--- config.mk ---
export PLATFORM = sky130hd
export DESIGN_NAME = mem_stream_scheduler
export DESIGN_NICKNAME = d
export VERILOG_FILES = /design/src/rtl/mem_sched_pkg.sv /design/src/rtl/stream_fifo.sv /design/src/rtl/mem_stream_scheduler.sv
export SDC_FILE = /design/constraint.sdc
export NUM_CORES = 2
export LEC_CHECK = 0
export CAP_MARGIN = 20
export CORE_ASPECT_RATIO = 1.75
export CORE_UTILIZATION = 32
export DETAILED_ROUTE_END_ITERATION = 12
export PLACE_DENSITY = 0.5
export SLEW_MARGIN = 20
export SYNTH_ARGS = -nofsm -noshare
export SYNTH_HDL_FRONTEND = slang
export SYNTH_SLANG_ARGS = --single-unit
--- constraint.sdc ---
create_clock -name clk -period 15.8 [get_ports clk]
set_input_delay 1.58 -clock clk [delete_from_list [all_inputs] [get_ports clk]]
set_output_delay 1.58 -clock clk [all_outputs]
set_load 0.02 [all_outputs]
--- src/rtl/mem_sched_pkg.sv ---
// Shared types for the memory stream scheduler: stream ids, FSM states, read-return tags.
package mem_sched_pkg;

  typedef enum logic [1:0] {STR_ACT, STR_WGT, STR_OUT} stream_e;
  typedef enum logic [1:0] {IDLE, RUN, DRAIN} state_e;

  localparam int BW_CNT_WIDTH = 32;

  typedef struct packed {
    logic    valid;
    stream_e id;
  } tag_t;

  function automatic logic [BW_CNT_WIDTH-1:0] sat_inc(input logic [BW_CNT_WIDTH-1:0] v);
    return (&v) ? v : v + BW_CNT_WIDTH'(1);
  endfunction

endpackage

--- src/rtl/stream_fifo.sv ---
// Registered circular FIFO; a push while full is taken only when a pop happens in the same cycle.
module stream_fifo #(
  parameter int WIDTH = 128,
  parameter int DEPTH = 4
) (
  input  logic               clk,
  input  logic               rst_in,
  input  logic               push,
  input  logic [WIDTH-1:0]   push_data,
  input  logic               pop,
  output logic [WIDTH-1:0]   head,
  output logic [$clog2(DEPTH):0] count,
  output logic               full,
  output logic               empty
);
  localparam int AW = $clog2(DEPTH);

  logic [WIDTH-1:0] mem_q [DEPTH];
  logic [AW-1:0]    rd_ptr_q, wr_ptr_q;
  logic [AW:0]      count_q;
  logic             do_push, do_pop;

  assign full    = (count_q == (AW+1)'(DEPTH));
  assign empty   = (count_q == '0);
  assign count   = count_q;
  assign head    = mem_q[rd_ptr_q];
  assign do_pop  = pop && !empty;
  assign do_push = push && (!full || do_pop);

  always_ff @(posedge clk) begin
    if (do_push) mem_q[wr_ptr_q] <= push_data;
  end

  always_ff @(posedge clk) begin
    if (rst_in) begin
      rd_ptr_q <= '0;
      wr_ptr_q <= '0;
      count_q  <= '0;
    end else begin
      if (do_push) wr_ptr_q <= wr_ptr_q + AW'(1);
      if (do_pop)  rd_ptr_q <= rd_ptr_q + AW'(1);
      case ({do_push, do_pop})
        2'b10:   count_q <= count_q + (AW+1)'(1);
        2'b01:   count_q <= count_q - (AW+1)'(1);
        default: count_q <= count_q;
      endcase
    end
  end

endmodule

--- src/rtl/mem_stream_scheduler.sv ---
// Shares one memory port between activation reads, weight reads and output writes.
// Defining MEM_SCHED_BW_COUNTERS_EN adds saturating accepted read/write counters.
//
// state | meaning
// IDLE  | waiting for start; job parameters latched on start
// RUN   | issuing requests until every read has been accepted
// DRAIN | waiting for read returns, chip pops and remaining output writes
module mem_stream_scheduler
  import mem_sched_pkg::*;
#(
  parameter int MEM_BW     = 128,
  parameter int ADDR_WIDTH = 20,
  parameter int RD_LATENCY = 2,
  parameter int FIFO_DEPTH = 4
) (
  input  logic                  clk,
  input  logic                  rst_in,
  input  logic                  start,
  input  logic [ADDR_WIDTH-1:0] act_base,
  input  logic [ADDR_WIDTH-1:0] wgt_base,
  input  logic [ADDR_WIDTH-1:0] out_base,
  input  logic [ADDR_WIDTH-1:0] act_words,
  input  logic [ADDR_WIDTH-1:0] wgt_words,
  input  logic [ADDR_WIDTH-1:0] out_words,
  output logic                  busy,
  output logic                  done,
  output logic                  overflow_err,
  output logic [MEM_BW-1:0]     act_data,
  output logic                  act_valid,
  input  logic                  act_ready,
  output logic [MEM_BW-1:0]     wgt_data,
  output logic                  wgt_valid,
  input  logic                  wgt_ready,
  input  logic [MEM_BW-1:0]     out_data,
  input  logic                  out_valid,
  output logic                  mem_req,
  output logic                  mem_we,
  output logic [ADDR_WIDTH-1:0] mem_addr,
  output logic [MEM_BW-1:0]     mem_wdata,
  input  logic                  mem_ready,
  input  logic [MEM_BW-1:0]     mem_rdata
`ifdef MEM_SCHED_BW_COUNTERS_EN
  ,
  output logic [BW_CNT_WIDTH-1:0] bw_rd_words,
  output logic [BW_CNT_WIDTH-1:0] bw_wr_words
`endif
);
  localparam int CW = $clog2(FIFO_DEPTH) + 1;

  state_e                state_q, state_d;
  logic [ADDR_WIDTH-1:0] act_rem_q, wgt_rem_q, out_rem_q;
  logic [ADDR_WIDTH-1:0] act_addr_q, wgt_addr_q, out_addr_q;
  logic                  rr_wgt_q, hold_q, overflow_q;
  stream_e               hold_id_q;
  tag_t                  tag_q [RD_LATENCY];

  logic [CW-1:0]     act_count, wgt_count, out_count, act_inflight, wgt_inflight;
  logic [CW:0]       act_credit, wgt_credit;
  logic              act_full, act_empty, wgt_full, wgt_empty, out_full, out_empty;
  logic [MEM_BW-1:0] act_head, wgt_head, out_head;
  logic              act_elig, wgt_elig, wr_elig, gnt_valid, accept, all_done;
  logic              act_push, wgt_push, act_pop, wgt_pop, out_take, out_pop;
  stream_e           gnt_id;
  tag_t              ret_tag;

  stream_fifo #(.WIDTH(MEM_BW), .DEPTH(FIFO_DEPTH)) u_act_fifo (
    .clk, .rst_in, .push(act_push), .push_data(mem_rdata), .pop(act_pop),
    .head(act_head), .count(act_count), .full(act_full), .empty(act_empty));

  stream_fifo #(.WIDTH(MEM_BW), .DEPTH(FIFO_DEPTH)) u_wgt_fifo (
    .clk, .rst_in, .push(wgt_push), .push_data(mem_rdata), .pop(wgt_pop),
    .head(wgt_head), .count(wgt_count), .full(wgt_full), .empty(wgt_empty));

  stream_fifo #(.WIDTH(MEM_BW), .DEPTH(FIFO_DEPTH)) u_out_fifo (
    .clk, .rst_in, .push(out_take), .push_data(out_data), .pop(out_pop),
    .head(out_head), .count(out_count), .full(out_full), .empty(out_empty));

  assign ret_tag      = tag_q[RD_LATENCY-1];
  assign act_push     = ret_tag.valid && (ret_tag.id == STR_ACT);
  assign wgt_push     = ret_tag.valid && (ret_tag.id == STR_WGT);
  assign act_valid    = !act_empty;
  assign wgt_valid    = !wgt_empty;
  assign act_data     = act_empty ? '0 : act_head;
  assign wgt_data     = wgt_empty ? '0 : wgt_head;
  assign act_pop      = act_valid && act_ready;
  assign wgt_pop      = wgt_valid && wgt_ready;
  assign out_take     = busy && out_valid && (out_rem_q != '0);
  assign accept       = gnt_valid && mem_ready;
  assign out_pop      = accept && (gnt_id == STR_OUT);
  assign overflow_err = overflow_q;

  // Credits count reads still in the tag pipe, so a FIFO can never be overrun on return.
  always_comb begin
    act_inflight = '0;
    wgt_inflight = '0;
    for (int i = 0; i < RD_LATENCY; i++) begin
      if (tag_q[i].valid && tag_q[i].id == STR_ACT) act_inflight = act_inflight + CW'(1);
      if (tag_q[i].valid && tag_q[i].id == STR_WGT) wgt_inflight = wgt_inflight + CW'(1);
    end
    act_credit = {1'b0, act_count} + {1'b0, act_inflight};
    wgt_credit = {1'b0, wgt_count} + {1'b0, wgt_inflight};
    act_elig   = busy && (act_rem_q != '0) && !act_full && (act_credit < (CW+1)'(FIFO_DEPTH));
    wgt_elig   = busy && (wgt_rem_q != '0) && !wgt_full && (wgt_credit < (CW+1)'(FIFO_DEPTH));
    wr_elig    = busy && !out_empty;
  end

  // A stalled request keeps its grant so the memory sees stable fields.
  always_comb begin
    gnt_valid = 1'b0;
    gnt_id    = STR_ACT;
    if (hold_q) begin
      gnt_valid = 1'b1;
      gnt_id    = hold_id_q;
    end else if (wr_elig) begin
      gnt_valid = 1'b1;
      gnt_id    = STR_OUT;
    end else if (act_elig && (!rr_wgt_q || !wgt_elig)) begin
      gnt_valid = 1'b1;
      gnt_id    = STR_ACT;
    end else if (wgt_elig) begin
      gnt_valid = 1'b1;
      gnt_id    = STR_WGT;
    end
  end

  always_comb begin
    mem_req   = gnt_valid;
    mem_we    = gnt_valid && (gnt_id == STR_OUT);
    mem_addr  = '0;
    mem_wdata = '0;
    if (gnt_valid) begin
      case (gnt_id)
        STR_ACT: mem_addr = act_addr_q;
        STR_WGT: mem_addr = wgt_addr_q;
        default: begin
          mem_addr  = out_addr_q;
          mem_wdata = out_head;
        end
      endcase
    end
  end

  assign all_done = (act_rem_q == '0) && (wgt_rem_q == '0) && (out_rem_q == '0) &&
                    (act_inflight == '0) && (wgt_inflight == '0) &&
                    (act_count == '0) && (wgt_count == '0) && (out_count == '0);

  always_ff @(posedge clk) begin
    if (rst_in) state_q <= IDLE;
    else        state_q <= state_d;
  end

  always_comb begin
    state_d = state_q;
    case (state_q)
      IDLE:    if (start) state_d = RUN;
      RUN:     if ((act_rem_q == '0) && (wgt_rem_q == '0)) state_d = DRAIN;
      DRAIN:   if (all_done) state_d = IDLE;
      default: state_d = IDLE;
    endcase
  end

  always_comb begin
    busy = (state_q != IDLE);
    done = (state_q == DRAIN) && all_done;
  end

  always_ff @(posedge clk) begin
    if (rst_in) begin
      act_rem_q  <= '0;
      wgt_rem_q  <= '0;
      out_rem_q  <= '0;
      act_addr_q <= '0;
      wgt_addr_q <= '0;
      out_addr_q <= '0;
      rr_wgt_q   <= 1'b0;
      hold_q     <= 1'b0;
      hold_id_q  <= STR_ACT;
      overflow_q <= 1'b0;
      for (int i = 0; i < RD_LATENCY; i++) tag_q[i] <= '0;
    end else begin
      hold_q          <= gnt_valid && !mem_ready;
      hold_id_q       <= gnt_id;
      tag_q[0].valid  <= accept && (gnt_id != STR_OUT);
      tag_q[0].id     <= gnt_id;
      for (int i = 1; i < RD_LATENCY; i++) tag_q[i] <= tag_q[i-1];
      if (state_q == IDLE) begin
        if (start) begin
          act_rem_q  <= act_words;
          wgt_rem_q  <= wgt_words;
          out_rem_q  <= out_words;
          act_addr_q <= act_base;
          wgt_addr_q <= wgt_base;
          out_addr_q <= out_base;
          rr_wgt_q   <= 1'b0;
          overflow_q <= 1'b0;
        end
      end else begin
        if (accept) begin
          case (gnt_id)
            STR_ACT: begin
              act_rem_q  <= act_rem_q - ADDR_WIDTH'(1);
              act_addr_q <= act_addr_q + ADDR_WIDTH'(1);
              rr_wgt_q   <= 1'b1;
            end
            STR_WGT: begin
              wgt_rem_q  <= wgt_rem_q - ADDR_WIDTH'(1);
              wgt_addr_q <= wgt_addr_q + ADDR_WIDTH'(1);
              rr_wgt_q   <= 1'b0;
            end
            default: out_addr_q <= out_addr_q + ADDR_WIDTH'(1);
          endcase
        end
        // Dropped words still count toward the job's output total.
        if (out_take) begin
          out_rem_q <= out_rem_q - ADDR_WIDTH'(1);
          if (out_full && !out_pop) overflow_q <= 1'b1;
        end
      end
    end
  end

`ifdef MEM_SCHED_BW_COUNTERS_EN
  always_ff @(posedge clk) begin
    if (rst_in) begin
      bw_rd_words <= '0;
      bw_wr_words <= '0;
    end else if (accept) begin
      if (gnt_id == STR_OUT) bw_wr_words <= sat_inc(bw_wr_words);
      else                   bw_rd_words <= sat_inc(bw_rd_words);
    end
  end
`endif

endmodule

== Yosys cells after proc, flatten, opt, wreduce, memory -nomap -nowiden ==
Memory sizes are Yosys's and may differ from the RTL's. A register that Yosys moved wholly into a read port is not among the register bits.
Index checks and enable logic that the tools add are counted.

* Bits in writable memories: 1542
* Memories kept: 4
* Output and inout bits: 411
* Bits in registers: 148

{| class="wikitable"
|+ Memories
! name !! depth !! bits a word !! rd ports !! clocked after memory_dff !! write ports !! line !! source
|-
| u_act_fifo.mem_q || 4 || 128 || 1 || 1 || 1 || stream_fifo.sv:18 || <nowiki>logic [WIDTH-1:0] mem_q [DEPTH];</nowiki>
|-
| u_out_fifo.mem_q || 4 || 128 || 1 || 1 || 1 || stream_fifo.sv:18 ||
|-
| u_wgt_fifo.mem_q || 4 || 128 || 1 || 1 || 1 || stream_fifo.sv:18 ||
|-
| tag_q || 2 || 3 || 2 || 0 || 2 || mem_stream_scheduler.sv:55 || <nowiki>tag_t tag_q [RD_LATENCY];</nowiki>
|}

* Reductions and logical operators: 83
* Order comparisons: 2
* $add $sub $neg: 22
* Equal/unequal tests: 20
* Bitwise gates (word level): 3
* Muxes and demuxes: 73

{| class="wikitable"
|+ Operators with widths
! kind !! count
|-
| 128-bit 2-to-1 mux || 4
|-
| 20-bit 2-to-1 mux || 24
|-
| 20-bit by 1-bit adder with 20-bit output (second input constant) || 3
|-
| 20-bit logical NOT || 3
|-
| 20-bit nonzero test || 3
|-
| 20-bit by 1-bit subtractor with 20-bit output (second input constant) || 3
|-
| 20-bit case mux with 2 select lines || 1
|-
| 1-bit logical AND || 36
|-
| 1-bit 2-to-1 mux || 24
|-
| 2-bit 2-to-1 mux || 12
|-
| 3-bit case mux with 2 select lines || 3
|-
| 3-bit AND reduction || 6
|-
| 2-bit nonzero test || 9
|-
| 3-bit by 1-bit adder with 3-bit output (second input constant) || 5
|-
| 3-bit logical NOT || 5
|-
| 2-bit by 1-bit equality test with 1-bit output (second input constant) || 7
|-
| 2-bit by 1-bit adder with 2-bit output (second input constant) || 6
|-
| 2-bit equality test (second input constant) || 5
|-
| 1-bit logical NOT || 10
|-
| 3-bit equality test (second input constant) || 3
|-
| 3-bit 2-to-1 mux || 3
|-
| 3-bit by 1-bit subtractor with 3-bit output (second input constant) || 3
|-
| 3-bit by 3-bit adder with 4-bit output || 2
|-
| 2-bit logical NOT || 4
|-
| other kinds (10) || 19
|}

== Depth between registers and ports, before layout ==
An unclocked memory read counts as a cell.

* Depth in word-level cells: 22
* Gate-level depth with buffers: 15
* Mapped depth without buffers: 12

== Cells and area by module ==
A second synthesis with hierarchy kept.

* Cells, all modules: 3776
* Area total of the unflattened synthesis: 68074.0 µm²

{| class="wikitable"
|+ Modules (own cells, without submodules)
! module !! area an instance (µm²) !! cells each !! times used
|-
| stream_fifo at u_act_fifo || 19057.0 || 722 || 1
|-
| stream_fifo at u_out_fifo || 18955.7 || 727 || 1
|-
| stream_fifo at u_wgt_fifo || 18931.9 || 727 || 1
|-
| mem_stream_scheduler || 11129.4 || 1600 || 1
|}

== Worst setup path before layout ==
OpenSTA, ideal clock, no wires.

* Kind: input to register
* From: input mem_ready
* To: memory u_out_fifo.mem_q[0][0], enable pin
* Arrival time: 5.340 ns
* Stages on the path: 4
* Data required time: 15.298 ns
* Setup slack: 9.958 ns
* Cell sequence: clkbuf_1 nand3_1 a31oi_1 and2_1

* Longest elaborated chain between the ends: 7

{| class="wikitable"
|+ Ends and longest elaborated chain
! item !! line !! source
|-
| start, declared || mem_stream_scheduler.sv:40 || <nowiki>input logic mem_ready,</nowiki>
|-
| 1-bit logical AND || mem_stream_scheduler.sv:88 || <nowiki>assign accept = gnt_valid && mem_ready;</nowiki>
|-
| 1-bit logical AND || mem_stream_scheduler.sv:89 || <nowiki>assign out_pop = accept && (gnt_id == STR_OUT);</nowiki>
|-
| 1-bit logical AND || stream_fifo.sv:27 || <nowiki>assign do_pop = pop && !empty;</nowiki>
|-
| 1-bit logical OR || stream_fifo.sv:28 || <nowiki>assign do_push = push && (!full || do_pop);</nowiki>
|-
| 1-bit logical AND || stream_fifo.sv:28 ||
|-
| 1-bit 2-to-1 mux || stream_fifo.sv:31 || <nowiki>if (do_push) mem_q[wr_ptr_q] <= push_data;</nowiki>
|-
| 1-bit 2-to-1 mux (implied by the code) || stream_fifo.sv:31 ||
|-
| end, declared || stream_fifo.sv:18 ||
|}

Every way passes these cells.

==> impl_metrics.prom <==
# TYPE chip_impl_metric gauge
chip_impl_metric{name="synthCells",unit=""} 3799
chip_impl_metric{name="grt_start_max_net_pins",unit=""} 108
chip_impl_info{name="timing.hold.worst.class",value="reg -> reg"} 1
chip_impl_metric{name="seq_area_frac_synth",unit="%"} 72.8
chip_impl_metric{name="yosys_warnings",unit=""} 0
chip_impl_metric{name="finalMaxSlewViolations",unit=""} 0
chip_impl_metric{name="tritoncts.num_buffers",unit=""} 171
chip_impl_metric{name="power",unit="mW"} 9.61
chip_impl_metric{name="clkSlewWorstSetupHoldPaths",unit="ns"} 0.06
chip_impl_info{name="outcome",value="completed"} 1
chip_impl_metric{name="firstDrtPassIters",unit=""} 6
chip_impl_metric{name="setup_slack",unit="ns"} 9.32
chip_impl_metric{name="setup_violations",unit=""} 0
chip_impl_metric{name="synth.net_count",unit=""} 4210
chip_impl_metric{name="hold_fix_buffers_cts",unit=""} 0
chip_impl_metric{name="global_route.overflow_total",unit=""} 0
chip_impl_metric{name="max-vdd-ir-drop",unit="V"} 0.0000942
chip_impl_metric{name="final_nets",unit=""} 5017
chip_impl_metric{name="period_minus_ws_final",unit="ns"} 6.48
chip_impl_info{name="synth_top_family_by_area",value="multiplexers"} 1
chip_impl_metric{name="post_synth_mux_area_share",unit="%"} 13.0
chip_impl_metric{name="grt_pass1_wl",unit="mm"} 293
chip_impl_info{name="cp-end-kind",value="output port"} 1
chip_impl_metric{name="antenna_violations_before_repair",unit=""} 47
chip_impl_metric{name="synth_edf_count",unit=""} 1536
chip_impl_info{name="root_buffer",value="sky130_fd_sc_hd__clkbuf_16"} 1
chip_impl_metric{name="static-leakage-power",unit="nW"} 26.2
chip_impl_metric{name="timing.hold.ws",unit="ns"} 0.474
chip_impl_metric{name="clock_tree.htree_level_count",unit=""} 4
chip_impl_metric{name="detailedPlacementHpwl",unit="mm"} 136
chip_impl_metric{name="number_of_rows_in_the_core_area",unit=""} 223
chip_impl_metric{name="finalWeightedCongestion",unit=""} 0.937
chip_impl_metric{name="place_ws",unit="ns"} 10.01
chip_impl_metric{name="postRouteWirelength",unit="mm"} 206
chip_impl_metric{name="power_per_cell_area",unit="nW/um^2"} 114
chip_impl_metric{name="area_growth_from_synthesis_to_layout",unit="%"} 24.5
chip_impl_metric{name="ant_nets",unit=""} 0
chip_impl_info{name="tritoncts_clock_tree",value="built"} 1
chip_impl_metric{name="synthXorXnorAreaFrac",unit="%"} 0.207
chip_impl_metric{name="horizontal_die_dimension",unit="microns"} 350
chip_impl_metric{name="die-area",unit="sq um"} 213000
chip_impl_metric{name="path_max_fanout",unit=""} 15
chip_impl_info{name="critical_path_class",value="reg -> out"} 1
chip_impl_metric{name="cts-resized-gates",unit=""} 0
chip_impl_metric{name="port_buffers",unit=""} 793
chip_impl_metric{name="max-slew-margin-rel",unit="%"} 23.3
chip_impl_metric{name="maxCapViolations",unit=""} 0
chip_impl_metric{name="synthDistinctLibCells",unit=""} 81
chip_impl_metric{name="chipHeight",unit="microns"} 610
chip_impl_info{name="worst_setup_path_start_kind",value="flip-flop"} 1
chip_impl_metric{name="finalHoldViolCount",unit=""} 0
chip_impl_metric{name="cts-root-to-sink-buffers",unit=""} 4
chip_impl_metric{name="post_drt_via_cell_ratio",unit=""} 5.06
chip_impl_metric{name="ys_ff_latch",unit=""} 1694
chip_impl_metric{name="first_global_vias",unit=""} 39900
chip_impl_metric{name="drive_above_1_share",unit="%"} 15.9
chip_impl_metric{name="synth_compound_gate_area_share",unit="%"} 4.25
chip_impl_metric{name="dr_total_vias",unit=""} 38300
chip_impl_metric{name="cts.sink_count",unit=""} 1694
chip_impl_info{name="synth_most_common_cell",value="sky130_fd_sc_hd__edfxtp_1"} 1
chip_impl_metric{name="core",unit="sq um"} 210000
chip_impl_metric{name="syn-cell-area",unit="sq um"} 67700
chip_impl_metric{name="worst_tran_pin_value",unit="ns"} 1.15
chip_impl_info{name="synthTopCellsByCount",value="sky130_fd_sc_hd__edfxtp_1, sky130_fd_sc_hd__and2_1, sky130_fd_sc_hd__mux4_2"} 1
chip_impl_metric{name="drc_errors",unit=""} 0
chip_impl_metric{name="final_cycle_share",unit="%"} 41.0
chip_impl_metric{name="fin_skew",unit="ns"} 0.0439
chip_impl_metric{name="post_cts_buffers",unit=""} 0
chip_impl_metric{name="synthArstFlopShare",unit="%"} 0
chip_impl_metric{name="yosys.area_share.adder",unit="%"} 0.551
chip_impl_metric{name="post_synth_top_area_share",unit="%"} 68.2
chip_impl_metric{name="average_routed_wire_per_standard_cell",unit="microns"} 27.2
chip_impl_metric{name="worstPathRequired",unit="ns"} 14.22
chip_impl_metric{name="effective_utilization_at_floorplan",unit="%"} 32.2
chip_impl_metric{name="boundaryPins",unit=""} 794
chip_impl_info{name="rsz0062_at_grt",value="false"} 1
chip_impl_info{name="synthTopCellsByArea",value="sky130_fd_sc_hd__edfxtp_1, sky130_fd_sc_hd__mux4_2, sky130_fd_sc_hd__dfxtp_1, sky130_fd_sc_hd__and2_1, sky130_fd_sc_hd__a21oi_1"} 1
chip_impl_info{name="library_cell_occupying_the_most_area_in_the_post_synthesis_netlist",value="sky130_fd_sc_hd__edfxtp_1"} 1
chip_impl_metric{name="drt-initial-drc-count",unit=""} 2555
chip_impl_metric{name="clk_latency",unit="ns"} 0.82
chip_impl_metric{name="global_route.usage.total",unit="%"} 19.0
chip_impl_metric{name="worstPathArrival",unit="ns"} 4.90
chip_impl_metric{name="placement.cell_area",unit="sq um"} 78800
chip_impl_metric{name="synth_simple_gate_area_share",unit="%"} 7.53
chip_impl_metric{name="postSynthAreaPerCell",unit="sq um"} 17.8
chip_impl_info{name="synth_flop_cell",value="sky130_fd_sc_hd__edfxtp_1"} 1
chip_impl_metric{name="fin_tns_setup",unit="ns"} 0
chip_impl_metric{name="fmax",unit="MHz"} 154
chip_impl_metric{name="design_area_final",unit="sq um"} 84200
kinds of logic (layout without fill, tap and decap cells):
family                   after synthesis  after routing
AND/OR/NAND/NOR                      940            940
adder cells (fa/ha/maj)               28             28
multiplexers                         401            401
other                                  0             23
AO/OA/AOI/OAI                        450            450
XOR/XNOR                              16             16
flip-flops                          1694           1694
buffers and inverters                270           1205
final timing paths:
path / start / endpoint / slack, ns / depth (start not counted)
min reg2reg: act_rem_q[13]$_SDFFE_PP0P_ / act_rem_q[13]$_SDFFE_PP0P_ / 0.47 / 2
max reg2reg: state_q[1]$_SDFFE_PP0P_ / u_out_fifo.mem_q[3][30]$_DFFE_PP_ / 11.25 / 8
max: tag_q[0][4]$_SDFF_PP0_ / mem_addr[7] / 9.32 / 12
min: act_rem_q[13]$_SDFFE_PP0P_ / act_rem_q[13]$_SDFFE_PP0P_ / 0.47 / 2
area by class of cell:
class | instances | area (sq um)
Antenna cell | 23 | 57.6
Clock buffer | 221 | 4600
Clock inverter | 80 | 724
Fill cell | 19400 | 126000
Inverter | 39 | 148
Multi-Input combinational cell | 1835 | 17400
Sequential cell | 1694 | 49300
Tap cell | 2812 | 3520
Timing Repair Buffer | 865 | 8480
sequential cells by signal, indices dropped and copies added, names as in the netlist, 3 cells and up, named ones only:
name and cells:
act_addr_q 20, act_rem_q 20, out_addr_q 20, out_rem_q 20, tag_q 5, u_act_fifo.count 3
u_act_fifo.mem_q 512, u_out_fifo.count 3, u_out_fifo.mem_q 512, u_wgt_fifo.count 3, u_wgt_fifo.mem_q 512, wgt_addr_q 20
wgt_rem_q 20
placed cells by master, fill, tap and decap left out, types with 42 or more instances in the layout:
cell type | netlist | final
sky130_fd_sc_hd__a211oi_1 | 51 | 51
sky130_fd_sc_hd__a21oi_1 | 152 | 152
sky130_fd_sc_hd__and2_1 | 416 | 404
sky130_fd_sc_hd__buf_4 | 6 | 73
sky130_fd_sc_hd__clkbuf_1 | 180 | 42
sky130_fd_sc_hd__clkbuf_16 | 0 | 176
sky130_fd_sc_hd__clkdlybuf4s50_1 | 0 | 792
sky130_fd_sc_hd__dfxtp_1 | 158 | 152
sky130_fd_sc_hd__edfxtp_1 | 1536 | 1536
sky130_fd_sc_hd__mux4_2 | 384 | 384
sky130_fd_sc_hd__nand2_1 | 160 | 159
sky130_fd_sc_hd__nor2_1 | 153 | 152
sky130_fd_sc_hd__nor3_1 | 42 | 42
sky130_fd_sc_hd__o21ai_0 | 94 | 94
where the power goes:
part | total (mW) | leakage, nW | switching [mW] | internal (mW)
logic | 0.648 | 8.46 | 0.377 | 0.272
registers | 5.01 | 15.1 | 0.0531 | 4.95
clock network | 3.96 | 2.59 | 1.71 | 2.25
total | 9.61 | 26.2 | 2.14 | 7.48
routing by layer:
metal  vias to the layer above  GRT usage [%]  share of wire, %
li1                      16700              -                 -
met1                     19900           22.8                39
met2                      1312           31.2                48
met3                       323           6.96               9.3
met4                        46           6.16               3.2
met5                         -              0              0.15
metrics by stage:
step | util (%) | instances
2_1_floorplan | - | 3799
3_3_place_gp | 37.5 | 7245
3_5_place_dp | 37.5 | 7245
4_1_cts | 40.0 | 7546
5_1_grt | 40.0 | 7550
6_report | 40.0 | 7569
critical path: stages (launching register included):
cell and delay [ns]:
sky130_fd_sc_hd__dfxtp_1 0.31, sky130_fd_sc_hd__nand3b_1 0.38, sky130_fd_sc_hd__inv_1 0.24, sky130_fd_sc_hd__ha_1 0.18, sky130_fd_sc_hd__ha_1 0.21, sky130_fd_sc_hd__and3_1 0.17, sky130_fd_sc_hd__nor4_1 0.50, sky130_fd_sc_hd__o22ai_1 0.23
sky130_fd_sc_hd__and2_1 0.45, sky130_fd_sc_hd__inv_1 0.27, sky130_fd_sc_hd__nand2_1 0.24, sky130_fd_sc_hd__o21ai_0 0.30, sky130_fd_sc_hd__clkdlybuf4s50_1 0.64
(Power assumes the default switching activity.)
